--- config.mk ---
export PLATFORM = sky130hd
export DESIGN_NAME = fifo_rd_arbiter
export DESIGN_NICKNAME = d
export VERILOG_FILES = /design/src/rtl/fifo_arb_pkg.sv /design/src/rtl/rr_picker.sv /design/src/rtl/fifo_rd_arbiter.sv
export SDC_FILE = /design/constraint.sdc
export NUM_CORES = 1
export LEC_CHECK = 0
export CORE_MARGIN = 5
export CORE_UTILIZATION = 25
export DETAILED_ROUTE_END_ITERATION = 10
export PLACE_DENSITY = 0.57
export SYNTH_ARGS = -nofsm -noshare
export SYNTH_HDL_FRONTEND = slang
export SYNTH_SLANG_ARGS = --single-unit
--- constraint.sdc ---
create_clock -name clk -period 2.5 [get_ports clk]
set_input_delay 0.5 -clock clk [delete_from_list [all_inputs] [get_ports clk]]
set_output_delay 0.5 -clock clk [all_outputs]
set_load 0.005 [all_outputs]
--- src/rtl/fifo_arb_pkg.sv ---
// rtl/fifo_arb_pkg.sv - shared FSM state type and default sizes for fifo_rd_arbiter
package fifo_arb_pkg;

    typedef enum logic {
        IDLE  = 1'b0,
        BURST = 1'b1
    } arb_state_e;

    localparam int DEF_NUM_REQ    = 4;
    localparam int DEF_DATA_WIDTH = 8;
    localparam int DEF_MAX_BURST  = 4;

endpackage

--- src/rtl/rr_picker.sv ---
// rtl/rr_picker.sv - combinational masked round-robin selector
// Ports: req   - request vector, one bit per requester
//        ptr   - highest-priority index for this pick
//        found - at least one request is set
//        idx   - first set request at or above ptr, else lowest set request
module rr_picker #(
    parameter int N  = 4,
    parameter int PW = $clog2(N)
) (
    input  logic [N-1:0]  req,
    input  logic [PW-1:0] ptr,
    output logic          found,
    output logic [PW-1:0] idx
);

    logic          hi_found;
    logic [PW-1:0] hi_idx;

    // Scanning downwards leaves the lowest matching index in each result;
    // the masked (>= ptr) result wins, otherwise the search wraps to bit 0.
    always_comb begin
        found    = 1'b0;
        idx      = '0;
        hi_found = 1'b0;
        hi_idx   = '0;
        for (int i = N - 1; i >= 0; i--) begin
            if (req[i]) begin
                found = 1'b1;
                idx   = PW'(i);
                if (i >= int'(ptr)) begin
                    hi_found = 1'b1;
                    hi_idx   = PW'(i);
                end
            end
        end
        if (hi_found) begin
            idx = hi_idx;
        end
    end

endmodule

--- src/rtl/fifo_rd_arbiter.sv ---
// rtl/fifo_rd_arbiter.sv - burst round-robin read arbiter over NUM_REQ FWFT sync FIFOs
// Ports: clk, reset_n (sync, active-low)
//        i_req_valid/i_req_almostfull/i_req_data - per-FIFO status and head word
//        o_req_ready - per-FIFO pop strobe (combinational, granted FIFO only)
//        o_valid/o_data/i_ready - registered downstream stream
//        o_grant_id/o_busy - current grant and BURST indication
// Build option: FIFO_ARB_WATERMARK_EN gives almost-full requesters priority in IDLE.
module fifo_rd_arbiter
    import fifo_arb_pkg::*;
#(
    parameter int NUM_REQ    = DEF_NUM_REQ,
    parameter int DATA_WIDTH = DEF_DATA_WIDTH,
    parameter int MAX_BURST  = DEF_MAX_BURST
) (
    input  logic                          clk,
    input  logic                          reset_n,
    input  logic [NUM_REQ-1:0]            i_req_valid,
    input  logic [NUM_REQ-1:0]            i_req_almostfull,
    input  logic [NUM_REQ*DATA_WIDTH-1:0] i_req_data,
    output logic [NUM_REQ-1:0]            o_req_ready,
    output logic                          o_valid,
    output logic [DATA_WIDTH-1:0]         o_data,
    input  logic                          i_ready,
    output logic [$clog2(NUM_REQ)-1:0]    o_grant_id,
    output logic                          o_busy
);

    localparam int GW = $clog2(NUM_REQ);

    arb_state_e            state_q, state_d;
    logic [GW-1:0]         grant_q, grant_d;
    logic [GW-1:0]         rr_ptr_q, rr_ptr_d;
    logic [7:0]            beat_q, beat_d;
    logic                  o_valid_q, o_valid_d;
    logic [DATA_WIDTH-1:0] o_data_q, o_data_d;

    logic                  pick_found;
    logic [GW-1:0]         pick_idx;
    logic [GW-1:0]         next_ptr;
    logic [DATA_WIDTH-1:0] head_data;
    logic                  pop;

`ifdef FIFO_ARB_WATERMARK_EN
    logic          hot_found, all_found;
    logic [GW-1:0] hot_idx, all_idx;

    rr_picker #(.N(NUM_REQ), .PW(GW)) u_pick_hot (
        .req   (i_req_valid & i_req_almostfull),
        .ptr   (rr_ptr_q),
        .found (hot_found),
        .idx   (hot_idx)
    );

    rr_picker #(.N(NUM_REQ), .PW(GW)) u_pick_all (
        .req   (i_req_valid),
        .ptr   (rr_ptr_q),
        .found (all_found),
        .idx   (all_idx)
    );

    assign pick_found = hot_found | all_found;
    assign pick_idx   = hot_found ? hot_idx : all_idx;
`else
    logic unused_almostfull;
    assign unused_almostfull = ^i_req_almostfull;

    rr_picker #(.N(NUM_REQ), .PW(GW)) u_pick (
        .req   (i_req_valid),
        .ptr   (rr_ptr_q),
        .found (pick_found),
        .idx   (pick_idx)
    );
`endif

    assign next_ptr  = (grant_q == GW'(NUM_REQ - 1)) ? '0 : grant_q + 1'b1;
    assign head_data = i_req_data[int'(grant_q)*DATA_WIDTH +: DATA_WIDTH];

    // Pop only when the output register is free or being drained this cycle;
    // gating with reset_n keeps the strobe quiet during a mid-burst reset.
    assign pop = reset_n && (state_q == BURST) && i_req_valid[grant_q] && (!o_valid_q || i_ready);

    always_comb begin
        o_req_ready = '0;
        if (pop) begin
            o_req_ready[grant_q] = 1'b1;
        end
    end

    always_comb begin
        state_d   = state_q;
        grant_d   = grant_q;
        rr_ptr_d  = rr_ptr_q;
        beat_d    = beat_q;
        o_valid_d = o_valid_q;
        o_data_d  = o_data_q;

        case (state_q)
            IDLE: begin
                if (pick_found) begin
                    state_d = BURST;
                    grant_d = pick_idx;
                    beat_d  = '0;
                end
            end
            BURST: begin
                if (!i_req_valid[grant_q]) begin
                    state_d  = IDLE;
                    rr_ptr_d = next_ptr;
                    beat_d   = '0;
                end else if (pop) begin
                    beat_d = beat_q + 8'd1;
                    if (beat_q + 8'd1 == 8'(MAX_BURST)) begin
                        state_d  = IDLE;
                        rr_ptr_d = next_ptr;
                        beat_d   = '0;
                    end
                end
            end
            default: state_d = IDLE;
        endcase

        // Output register drains independently of the FSM state.
        if (pop) begin
            o_valid_d = 1'b1;
            o_data_d  = head_data;
        end else if (i_ready) begin
            o_valid_d = 1'b0;
        end
    end

    always_ff @(posedge clk) begin
        if (!reset_n) begin
            state_q   <= IDLE;
            grant_q   <= '0;
            rr_ptr_q  <= '0;
            beat_q    <= '0;
            o_valid_q <= 1'b0;
            o_data_q  <= '0;
        end else begin
            state_q   <= state_d;
            grant_q   <= grant_d;
            rr_ptr_q  <= rr_ptr_d;
            beat_q    <= beat_d;
            o_valid_q <= o_valid_d;
            o_data_q  <= o_data_d;
        end
    end

    assign o_valid    = o_valid_q;
    assign o_data     = o_data_q;
    assign o_grant_id = grant_q;
    assign o_busy     = (state_q == BURST);

endmodule

==> summary.md <==
| Metric | Value |
|---|---|
| Status | complete, no violations |
| Vias per inst | 4.631 |
| CTS tree | yes |
| Synth-to-layout area growth | 60.66% |
| Fillers | 584 |
| Drc violations | 0 |
| CTS buffer count | 3 |
| Top post-synthesis cells by area | dfxtp_1 32%, mux4_2 15%, nand2_1 8.8% |
| RSZ-0062 raised after global routing | false |
| Largest net degree at the start of global routing | 18 |
| Total GRT Usage | 11.21% |
| Most frequent cells in the layout | 46 x clkdlybuf4s50_1, 31 x nand2_1, 22 x dfxtp_1, 18 x buf_4, 13 x a21oi_1 |
| Post-CTS Hold Buffers | 0 |
| Rel. slew slack | 75.29% |
| Final setup fails | 0 |
| Fin cells | 301 |
| Die H | 83.96 um |
| Worst Tran Pin Value | 369.9 ps |
| Inst Count DP | 294 |
| Initial antenna violation count | 0 |
| Worst Setup End Kind | output port |
| WP buf/inv | 2 |
| Sequential cell area | 440.4 um^2 |
| Total grt overflow | 0 |
| Flop-to-flop setup slack | 390 ps |
| Crit Path Max Fanout | 3 |
| Syn nets | 206 |
| Fmax | 432.2 MHz |
| Leak Pwr | 0.8536 nW |
| Routability cong. | 0.8294 |
| Setup TNS | 0 ps |
| Maxcap violations | 0 |
| Yosys top cell area share | 32.20% |
| Pwr/cell area | 439.7 nW/um^2 |
| Die area | 7049 um^2 |
| Placement Cell Area | 2096 um^2 |
| Pre-CTS setup slack | -365.8 ps |
| Detailed-route via count | 1,394 |
| Hold crit path type | flop to flop |
| Most area-hungry cell type in the Yosys netlist | dfxtp_1 |
| Area of the multi-input gates | 892.1 um^2 |
| VDD IR max | 191.4 uV |
| First-pass DRT Iterations | 4 |
| Slowest stage delay, CP | 510 ps |
| Seq/Total Area, Yosys | 32.20% |
| Total wire length | 3921 um |
| Total power | 0.0009660 W |
| Row Count | 27 |
| Final WS setup | 186.4 ps |
| Commonest non-fill, non-tap cell in the layout | clkdlybuf4s50_1 |
| Final ANT Viol Nets | 0 |
| Post-DR wirelength/cell | 13.03 um |
| Syn avg cell area | 8.655 um^2 |
| Root Buffer | clkbuf_8 |
| Clock Path Buffers | 2 |
| Worst endpoint required time | 2000 ps |
| Fin crit period | 2314 ps |
| Post-synthesis cell count | 158 |
| Register bit total from synthesis | 22 |
| Number of global-route vias before repair | 1,370 |
| Most used cell, CP | dlygate4sd2_1 |
| CTS Sinks | 22 |
| DRT iter0 DRCs | 92 |
| Die Wd | 83.96 um |
| Worst EP arrival | 1810 ps |
| Crit Path Class | primary input to output port |
| Crit path cell chain | dlygate4sd2_1 > mux4_2 > nand2_4 > nor3_4 > and2_1 > dlygate4sd2_1 |
| Port bufs | 54 |
| Post-DP HPWL | 3029 um |
| Initial Utilization | 25.30% |
| Layout cells sized above 1 | 18.78% |
| Placeable Area | 5405 um^2 |
| Fin. max-slew vios | 0 |
| Diode count | 0 |
| Worst skew pair latency | 270 ps |
| Nets | 278 |
| Clock Skew | 3.195 ps |
| Clock transition at path regs | 80 ps |
| Final hold vios | 0 |
| Mapped cell area | 1368 um^2 |
| H-Tree Depth | 1 |
| Synth cell types | 40 |
| Tcrit/Tclk final | 92.54% |
| Worst Setup Start Kind | primary input |
| Critical path's slowest cell | mux4_2 |
| First-pass GRT wire length | 6437 um |
| CP top delay family | multiplexers |
| Synthesis warning total | 0 |
| I/O pin total | 59 |
| Finished Cell Area | 2197 um^2 |
==> Yosys cell counts <==
cell type and number:
a211o_1 1, a211oi_1 1, a21boi_2 1, a21o_1 2, a21oi_1 13, a22o_1 2, a31oi_1 5, and2_1 5
buf_1 2, clkbuf_1 4, dfxtp_1 22, ha_1 5, inv_1 6, inv_2 1, mux2_2 1, mux2i_1 2
mux4_2 9, nand2_1 32, nand2_2 1, nand2b_1 3, nand3_1 3, nand4_1 1, nor2_1 11, nor2b_1 2
nor3_1 1, nor3_2 1, nor3b_1 1, o211a_1 1, o211ai_1 1, o21ai_0 6, o21ai_1 1, o21bai_1 1
o221ai_1 2, o31a_1 1, o41a_1 1, o41ai_2 1, or2_2 1, or3_1 1, or4_1 2, or4b_1 1
==> power by group <==
part / leakage [nW] / internal (W) / switching [W] / total, W
registers: 0.179 / 0.000365 / 0.0000107 / 0.000375
clock network: 0.0357 / 0.000214 / 0.000127 / 0.000341
logic: 0.639 / 0.000151 / 0.0000985 / 0.000250
==> tightest hold or removal path, stage by stage (launching register included) <==
cell     delay [ps]
dfxtp_1         320
nand2_1          50
a21oi_1          50
==> layout make-up <==
class                   instances  area share [%]
clock buffers                   3           1.879
clock inverters                 1           1.367
inverters                       7           1.196
multi-input cells             123           40.60
flip-flops and latches         22           20.05
well taps                      72           4.100
repair buffers                 73           30.81
==> per-layer routing <==
layer	GRT usage (%)	vias up	share of wire (%)
li1	-	715	-
met1	14.32	642	45
met3	1.974	2	5.3
met2	19.09	35	49
met4	3.509	0	0.97
met5	0	-	0
==> state kept, by name, summed over array words and instances (netlist names) <==
signal	cells
beat_q	8
o_data	8
o_grant_id	2
rr_ptr_q	2
o_busy	1
o_valid	1
==> logic make-up after synthesis <==
| group | share of synthesized area, % |
|---|---|
| AO/OA/AOI/OAI | 19.76 |
| adder cells (fa/ha/maj) | 4.575 |
| buffers and inverters | 3.568 |
| flip-flops | 32.20 |
| multiplexers | 17.11 |
| AND/OR/NAND/NOR | 22.78 |
==> metrics by stage <==
step           hold WS, ps  util [%]
5_1_grt              498.8     40.65
3_5_place_dp         446.6     38.77
2_1_floorplan        452.7         -
6_report             457.2     40.65
4_1_cts              458.8     40.42
3_3_place_gp         441.5     38.77
==> final timing paths <==
path	startpoint	to	cells past startpoint
hold / removal	o_data[3]$_SDFFE_PN0P_	o_data[3]$_SDFFE_PN0P_	2
hold reg to reg	o_data[3]$_SDFFE_PN0P_	o_data[3]$_SDFFE_PN0P_	2
setup reg to reg	beat_q[2]$_SDFFE_PN0P_	o_busy$_SDFF_PN0_	5
setup / recovery	i_req_valid[2]	o_req_ready[3]	6
==> repair_timing <==
item / CTS / global route
buffers inserted: 3 / 0
pin swaps: 6 / 1
endpoints found under the setup margin: 4 / 4
gates resized for setup: 17 / 4
Power figures use the tool's default switching activity.
